==> src/rtl/lcd_msg_sequencer.sv <==
// lcd_msg_sequencer: turns coffee-controller status into LCD display messages.
// Active errors rotate on a dwell timer; a message (id + 16-cell progress bar)
// is offered over valid/ready only when the displayed content changes.
module lcd_msg_sequencer #(
    parameter int unsigned CLK_HZ      = 50_000_000,
    parameter int unsigned SPEEDUP_DIV = 1,
    parameter int unsigned DWELL_MS    = 1500
) (
    input  logic        clk,
    input  logic        rst,
    input  logic [15:0] err_mask,
    input  logic [1:0]  sys_state,
    input  logic [2:0]  brew_phase,
    input  logic [4:0]  brew_progress16,
    input  logic        msg_ready,
    output logic        msg_valid,
    output logic [4:0]  msg_id,
    output logic [15:0] msg_bar
);

    // Dwell length in clock ticks; clamped to 1 so the rotator always advances.
    localparam longint unsigned TICKS_RAW =
        (longint'(CLK_HZ) / longint'(SPEEDUP_DIV) / 64'd1000) * longint'(DWELL_MS);
    localparam logic [31:0] DWELL_TICKS = (TICKS_RAW == 64'd0) ? 32'd1 : 32'(TICKS_RAW);

    typedef struct packed {
        logic [4:0]  id;
        logic [15:0] bar;
    } msg_t;

    typedef enum logic {
        ST_IDLE,
        ST_PEND
    } state_t;

    // Lowest set bit of the mask (0 when the mask is empty).
    function automatic logic [3:0] lowest_set(input logic [15:0] m);
        logic [3:0] r;
        r = 4'd0;
        for (int i = 15; i >= 0; i--) begin
            if (m[i]) r = 4'(i);
        end
        return r;
    endfunction

    // Next set bit strictly above cur, wrapping to the lowest set bit.
    function automatic logic [3:0] next_set(input logic [15:0] m, input logic [3:0] cur);
        logic [3:0] r;
        logic       found;
        r     = lowest_set(m);
        found = 1'b0;
        for (int i = 0; i < 16; i++) begin
            if (!found && (i > int'(cur)) && m[i]) begin
                r     = 4'(i);
                found = 1'b1;
            end
        end
        return r;
    endfunction

    // Error rotator state
    logic        err_active_q, err_active_d;
    logic [3:0]  err_idx_q,    err_idx_d;
    logic [31:0] dwell_cnt_q,  dwell_cnt_d;

    // Output / handshake state
    state_t      state_q,      state_d;
    msg_t        out_q,        out_d;
    msg_t        last_sent_q,  last_sent_d;
    logic        sent_once_q,  sent_once_d;

    msg_t        desired;
    logic [4:0]  prog_sat;

    // Rotator next-state: entry, forced advance on a cleared bit, or dwell expiry.
    always_comb begin
        // NOTE: every output of a combinational block gets a default first so no latch is inferred.
        err_active_d = err_active_q;
        err_idx_d    = err_idx_q;
        dwell_cnt_d  = dwell_cnt_q + 32'd1;
        if (err_mask == 16'h0000) begin
            err_active_d = 1'b0;
            dwell_cnt_d  = 32'd0;
        end else if (!err_active_q) begin
            err_active_d = 1'b1;
            err_idx_d    = lowest_set(err_mask);
            dwell_cnt_d  = 32'd0;
        end else if (!err_mask[err_idx_q] || (dwell_cnt_q == DWELL_TICKS - 32'd1)) begin
            err_idx_d    = next_set(err_mask, err_idx_q);
            dwell_cnt_d  = 32'd0;
        end
    end

    // Desired message from the registered error view and the live status inputs.
    always_comb begin
        prog_sat    = (brew_progress16 > 5'd16) ? 5'd16 : brew_progress16;
        desired.id  = 5'd0;
        desired.bar = 16'h0000;
        if (err_active_q) begin
            desired.id = {1'b1, err_idx_q};
        end else if (sys_state == 2'd1) begin
            desired.id = 5'd1;
        end else if (sys_state == 2'd2) begin
            desired.id = (brew_phase > 3'd4) ? 5'd7 : ({2'b00, brew_phase} + 5'd2);
            for (int i = 0; i < 16; i++) begin
                desired.bar[i] = (5'(i) < prog_sat);
            end
        end
    end

    // Handshake FSM: load when idle and content differs, hold while stalled.
    always_comb begin
        state_d     = state_q;
        out_d       = out_q;
        last_sent_d = last_sent_q;
        sent_once_d = sent_once_q;
        case (state_q)
            ST_IDLE: begin
                if (!sent_once_q || (desired != last_sent_q)) begin
                    out_d   = desired;
                    state_d = ST_PEND;
                end
            end
            ST_PEND: begin
                if (msg_ready) begin
                    last_sent_d = out_q;
                    sent_once_d = 1'b1;
                    state_d     = ST_IDLE;
                end
            end
            default: state_d = ST_IDLE;
        endcase
    end

    // State registers with synchronous active-high reset.
    always_ff @(posedge clk) begin
        // NOTE: sequential state uses non-blocking assignments so every flop samples pre-edge values.
        if (rst) begin
            err_active_q <= 1'b0;
            err_idx_q    <= 4'd0;
            dwell_cnt_q  <= 32'd0;
            state_q      <= ST_IDLE;
            out_q        <= '0;
            last_sent_q  <= '0;
            sent_once_q  <= 1'b0;
        end else begin
            err_active_q <= err_active_d;
            err_idx_q    <= err_idx_d;
            dwell_cnt_q  <= dwell_cnt_d;
            state_q      <= state_d;
            out_q        <= out_d;
            last_sent_q  <= last_sent_d;
            sent_once_q  <= sent_once_d;
        end
    end

    assign msg_valid = (state_q == ST_PEND);
    assign msg_id    = out_q.id;
    assign msg_bar   = out_q.bar;

endmodule

==> config.mk <==
export PLATFORM = sky130hd
export DESIGN_NAME = lcd_msg_sequencer
export DESIGN_NICKNAME = d
export VERILOG_FILES = /design/src/rtl/lcd_msg_sequencer.sv
export SDC_FILE = /design/constraint.sdc
export NUM_CORES = 1
export LEC_CHECK = 0
export ABC_AREA = 1
export ABC_CLOCK_PERIOD_IN_PS = 3900
export CORE_UTILIZATION = 45
export CTS_BUF_LIST = sky130_fd_sc_hd__clkbuf_4 sky130_fd_sc_hd__clkbuf_8
export CTS_CLUSTER_DIAMETER = 100
export DETAILED_ROUTE_END_ITERATION = 16
export GPL_ROUTABILITY_DRIVEN = 1
export PLACE_DENSITY = 0.72
export REMOVE_ABC_BUFFERS = 1
export SETUP_SLACK_MARGIN = 0.1
export SYNTH_ARGS = -nofsm -noshare
export SYNTH_HDL_FRONTEND = slang
export SYNTH_SLANG_ARGS = --single-unit
==> constraint.sdc <==
create_clock -name clk -period 3.9 [get_ports clk]
set_input_delay 0.78 -clock clk [delete_from_list [all_inputs] [get_ports clk]]
set_output_delay 0.78 -clock clk [all_outputs]
set_load 0.01 [all_outputs]
# After elaboration in Yosys (flattened, before gate mapping)
# Cells that the tools add are included.
# word_totals
reg_bits	81
elab_cells	207
# classes
n_addsub	2
order_cmp	34
n_eq_ne	5
n_mux	102
bitwise	3
n_reduce_logical	52
# op_table
operator	count
$mux 4	35
$mux 1	60
$lt 4x5->1 const A	8
$add 32x1->32 const B	1
$eq 32x27->1 const B	1
$gt 4x4->1 const A	8
$mux 16	2
$logic_and 1x1->1	29
$ne 21x21->1	1
$lt 3x5->1 const A	4
$mux 20	1
$gt 3x4->1 const A	4
$logic_not 1->1	16
$logic_not 16->1	1
$lt 1x5->1 const A	2
$lt 2x5->1 const A	2
$mux 5	2
$gt 2x4->1 const A	2
$reduce_and 2->1	3
$gt 5x5->1 const B	1
$lt 4x5->1 const B	1
$add 3x2->4 const B	1
$bmux 1 s4	1
$gt 1x4->1 const A	1
8 further kinds	11

# Depth between registers and ports, before layout
# depth
ltp_word	104
mapped_depth	29

# Worst setup path after synthesis
# No wires, ideal clock.
# synth_timing
path_kind	in2reg
start	in sys_state[1]
end	reg out_q, in the netlist msg_bar[5]
setup_ps	135
arrival_ps	2666
setup_slack_ps	1099
cell_stages	16
n_path_buf	1
cell_sequence	inv_1 > nor2_1 > nand2_1 > nor2_1 > inv_1 > nor2_1 > nand2_1 > nand2_1 > o2111ai_1 > nor4_1 > nand3_1 > nand2_1 > inv_1 > buf_2 > o21ai_0 > a21oi_1
# synth_via
elab_chain_cells	7
word_cells_on_any_way	10
cone_classes	3 x eq/ne; 5 x mux; 2 x reduce/logical
# synth_lines
item	line	source
start, declared	12	input logic [1:0] sys_state,
$eq 2x2->1	103	end else if (sys_state == 2'd2) begin
$mux 20	103	
$mux 16 / $mux 4 (equally long branches)	101	end else if (sys_state == 2'd1) begin
$mux 16 / $mux 5 (equally long branches)	99	if (err_active_q) begin
$ne 21x21->1	119	if (!sent_once_q || (desired != last_sent_q)) begin
$logic_or 1x1->1	119	
$reduce_and 2->1 (no source line)	n/a	
end signal, assigned	151	out_q <= out_d;
end, declared	68	msg_t out_q, out_d;
# Several ways; a longest one is shown, not always the timed one.
# A chain may end at the register's enable or synchronous reset.

# Final worst setup path
# layout_timing
start	in sys_state[1]
end	reg out_q, in the netlist msg_id[4]
# layout_via
elab_chain_cells	7
word_cells_on_any_way	10
cone_classes	3 x eq/ne; 5 x mux; 2 x reduce/logical
# layout_lines
item	line
$eq 2x2->1	103
$mux 20	103
$mux 16 / $mux 4 (equally long branches)	101
$mux 16 / $mux 5 (equally long branches)	99
$ne 21x21->1 (*)	119
$logic_or 1x1->1 (*)	119
$reduce_and 2->1 (no source line) (*)	n/a
# Mark *: on every way between the ends. The rest lies on a longest branch, timed or not.

==> out/results.txt <==
Peak VDD IR: 0.167 mV
Via density per instance: 5.19
DR DRC count: 0
P_sw: 600 uW
Core Footprint: 0.00977 sq mm
Mapped Cells: 670
CTS tree: yes
Worst Tran Pin Value: 847 ps
Crit start category: primary input
CTS buffer count: 9
Number of global-route vias before repair: 4108
Buf+Inv Stages, Crit Path: 5
N_diodes: 0
Die ar.: 0.0105 sq mm
CTS root buf: clkbuf_8
Grt ovf: 0
Reg clk slew, reported paths: 80 ps
Setup CP Type: in -> reg
Clk pwr share: 0.354
Max_cap viols: 0
Mapped Avg Cell Area: 6.77 sq um
CP top delay family: simple AND/OR/NAND/NOR gates
Number of enable flip-flop cells after synthesis: 0
Combinational power share: 0.205
Compound-Gate Fraction of Synth Area: 0.185
Largest net degree at the start of global routing: 38
Synthesized flop and latch total: 81
Fraction of layout cells with a size suffix above 1: 0.109
Final Setup Violations: 0
Crit share post-route: 0.841
Area Overhead vs Synth: 20.0%
Buffers on Ports: 50
Row Count: 36
Post-synth cell types: 50
First-pass iteration count of the detailed router: 5
Hold-fix buffers, CTS: 0
Drt wl/cell: 12.9 um
Clock sinks: 81
Commonest non-fill, non-tap cells in the layout: 122 x nor2_1, 107 x nand2_1, 81 x dfxtp_1, 73 x inv_1, 64 x o21ai_0
Starting Density: 0.464
Post-cts resize count: 0
Sum Neg Setup Slack: 0 ps
Synth Area in XOR/XNOR: 0.0290
Status: finished clean
Detailed Place HPWL: 8400 um
Crit-path slowest cell: clkdlybuf4s50_1
Hold slack final: 481 ps
Adder-Cell Fraction of Synth Area: 0.00552
Die Width: 102 um
Simple logic cell fraction of the synthesized area: 0.338
Crit. End Element: flip-flop
First-pass GRT wire length: 18600 um
Most common cell after layout, fill and taps aside: nor2_1
Slew Limit Fails: 0
Yosys Warn Count: 0
Routed via count: 4465
Worst Hold Class: reg -> reg
Post-layout nets: 753
Design Area, Final: 0.00544 sq mm
R2R setup slack: 920 ps
Multi-input logic area: 0.00253 sq mm
Die boundary height: 102 um
Worst skew pair latency: 350 ps
Top FF cell, synth: dfxtp_1
Pwr Density: 380 mW/mm^2
F_max: 305 MHz
Worst-path cell chain: clkdlybuf4s50_1 -> inv_1 -> nor2_1 -> nand2_1 -> nor2_1 -> o21ai_0 -> buf_4 -> a22oi_1 -> o211ai_1 -> nor3_1 -> nand3_1 -> nand2_1 -> inv_1 -> buf_4 -> o21ai_0 -> a21oi_1
Io pins: 51
Area of the mapped netlist: 0.00454 sq mm
Post-synthesis mux area share: 0
Switching share of power: 0.290
Lkg Pwr: 0.00217 uW
Cell Int Power: 1470 uW
Placed cell areas: 0.00520 sq mm
CP Data Required Time: 4130 ps
Post-CTS setup repair buffer count: 0
Worst Path Max Fanout: 10
Initial antenna violation count: 0
Largest family of logic cells by synthesized area: simple AND/OR/NAND/NOR gates
Async S/R FF share, synth: 0
WL final: 11100 um
CTS H-Tree Depth: 3
Max-slew headroom: 0.435
Final hold violation count: 0
Register area share after synthesis: 0.357
Final-layout fill cell count: 978
WP data arrival: 3510 ps
Time the worst path needs with I/O delays and setup: 3280 ps
Remaining antenna violation count: 0
Sequential group share of total power: 0.441
Total routing usage reported by global routing: 0.224
CP peak stage delay: 460 ps
Clk buf depth: 2
RePlAce Congestion: 1.00
DRT iter0 DRCs: 232
Worst clock skew: 13.2 ps
RSZ-0062 raised after global routing: false
FF+latch area: 0.00162 sq mm
==> cell families after synthesis <==
| family | after synthesis |
|---|---|
| adders and majority gates | 2 |
| xor gates and xnor gates | 15 |
| and+or+nand+nor | 326 |
| buffers and inverters | 100 |
| DFF | 81 |
| AOI/OAI and AO/OA | 146 |
==> power by group through the flow <==
stage	Sequential [uW]	Combinational (uW)	Clock (uW)
finish	912	424	732
CTS	913	422	749
detailed placement	932	419	0
global route	918	482	781
floorplan	923	269	0
global placement	930	412	0
==> worst paths after layout <==
kind	to	startpoint	cells past startpoint
setup / recovery	msg_id[4]	sys_state[1]	16
setup reg to reg	msg_id[4]	err_active_q	15
hold reg to reg	sent_once_q	sent_once_q	2
hold / removal	sent_once_q	sent_once_q	2
==> registers in the layout, summed over array words and instances (netlist names) <==
signal and cells:
msg_valid 1, msg_bar 16, last_sent_q 21, msg_id 5, err_idx_q 4, sent_once_q 1, err_active_q 1, dwell_cnt_q 32
==> layout make-up <==
cell class                 count  share of cell area
clock buffer                   9              0.0228
clock inverter                 7              0.0216
inverter                      83              0.0572
multi-input combinational    489               0.465
sequential                    81               0.298
tap                          133              0.0306
timing repair buffer          58               0.105
==> synthesized netlist by cell type (all sizes together) (9+ instances only) <==
library cell    n  area, sq um
a21oi          43          219
inv            82          308
nor2          139          599
a211oi          9         67.6
nor3           12         65.1
nor4           11          105
o21ai          67          339
dfxtp          81         1620
xor2           10         87.6
nand3          33          190
nand2         119          482
clkbuf         13         48.8
==> routing by layer <==
metal	vias to the layer above	global-route usage	routed length, um	share of wire
met5	-	0	0	0
met4	0	0.0659	91	0.0082
met3	10	0.0472	571	0.052
met2	118	0.394	5490	0.50
met1	2033	0.274	4900	0.44
li1	2304	-	-	-
==> worst register-to-register path, cell delays in order (launching register included) <==
cell,delay (ps)
dfxtp_1,430
inv_1,210
nand2_1,230
inv_1,180
nand2_1,100
o21ai_0,140
xor2_1,180
nor4_1,340
nand2_1,120
nor4_1,220
nand3_1,150
nand2_1,100
inv_1,80
buf_4,170
o21ai_0,170
a21oi_1,50
==> per-stage QoR <==
stage	cells	utilization	worst slack (ps)	power (uW)
final	860	0.557	619	2070
after CTS	860	0.557	686	2080
after global routing	860	0.557	306	2180
after detailed placement	844	0.532	319	1350
after global placement	844	0.532	315	1340
after floorplan	653	-	755	1190
(Power assumes the default switching activity.)
==> edit, RTL diff (same settings) <==
`CLK_HZ`: 50_000_000 -> 25_000_000.
--- a/src/rtl/lcd_msg_sequencer.sv
+++ b/src/rtl/lcd_msg_sequencer.sv
@@ -3,5 +3,5 @@
 // is offered over valid/ready only when the displayed content changes.
 module lcd_msg_sequencer #(
-    parameter int unsigned CLK_HZ      = 50_000_000,
+    parameter int unsigned CLK_HZ      = 25_000_000,
     parameter int unsigned SPEEDUP_DIV = 1,
     parameter int unsigned DWELL_MS    = 1500
Check against the original RTL: same outputs for any inputs over 4 cycles, from zero or initial values and one cycle with rst high; that may be too few to reach the edited logic, so the function may still have changed.
==> edit against the original RTL <==
  * Worst setup slack got worse by 0.15 ns
  * Largest power group unchanged
  * Hold slack improved by 0.0012 ns
  * Sequential cell count unchanged
  * Total power is 2.2% lower
  * Global-route usage decreased by 0.32 points
  * Cell area down 1.1%
  * Final cell count decreased by 1.0%
  * Wire length about the same
  * Non-clock buffer count is 3 lower
  * Utilization is 0.60 points lower
  * Synthesized area barely moved
  * Critical endpoint unchanged
==> edit: results (changes against the original RTL) <==
| Metric | Value |
|---|---|
| Placed insts | `835 (-1.1%)` |
| CP Launch Point | `brew_progress16[4]` |
| DR WL met2 | `5.13 mm (-6.5%)` |
| Max incr delay on CP | `0.51 ns (+0.05 ns)` |
| Vias in the first global route | `4077 (-0.75%)` |
| Proportion of synthesized chip area in sequential cells | `35.7% (about the same)` |
| Adder-Cell Fraction of Synth Area | `0.551% (about the same)` |
| Share of cells above drive strength 1 | `10.2% (-0.70 points)` |
| Routed met3 length | `473 um (-17%)` |
| Worst-path fanout max | `33 (+23)` |
| Status | `completed` |
| Global-route track usage on met1 | `28.2% (+0.71 points)` |
| Met3 Use GR | `4.24% (-0.48 points)` |
| Reg-to-reg critical path endpoint | `err_idx_q[3]$_SDFFE_PP0P_` |
| Max Clock Skew | `0.0164 ns (+0.00323 ns)` |
| Synth top cells by count | `nor2_1, nand2_1, dfxtp_1` |
| Grt met2 use | `36.2% (-3.3 points)` |
| Netlist cell types | `47 (-6.0%)` |
| Reg-to-reg startpoint | `err_idx_q[0]$_SDFFE_PP0P_` |
| Global-route wire length before repair | `18.3 mm (-1.5%)` |
| Total GRT Usage | `22.1% (-0.32 points)` |
| Placer Congestion | `0.921 (-8.0%)` |
| Hold Path Sink | `dwell_cnt_q[0]$_SDFF_PP0_` |
| Max_slew headroom | `56.0% (+13 points)` |
| Via count | `4409 (-1.3%)` |
-- edit: per-stage QoR --
stage / instance area [um2] / util [%] / setup WS [ns] / hold WS (ns)
finish: 5380 / 55.1 / 0.470 / 0.482
global route: 5380 / 55.1 / 0.101 / 0.519
CTS: 5380 / 55.0 / 0.432 / 0.487
detailed placement: 5170 / 52.9 / 0.0697 / 0.455
global placement: 5170 / 52.9 / 0.122 / 0.444
floorplan: 4470 / - / 1.04 / 0.430
-- edit: power by group through the flow --
stage,registers (mW),logic [mW],clock network (mW)
final,0.916,0.474,0.633
after global routing,0.922,0.532,0.680
after CTS,0.915,0.470,0.648
after detailed placement,0.934,0.466,0
after global placement,0.933,0.457,0
after floorplan,0.926,0.310,0
-- edit: cell type report --
cell class | instances | area, um2
Clock inverter | 5 | 62.6
Fill cell | 946 | 4390
Clock buffer | 11 | 145
Sequential cell | 81 | 1620
Inverter | 90 | 339
Timing Repair Buffer | 55 | 538
Multi-Input combinational cell | 476 | 2510
Tap cell | 133 | 166
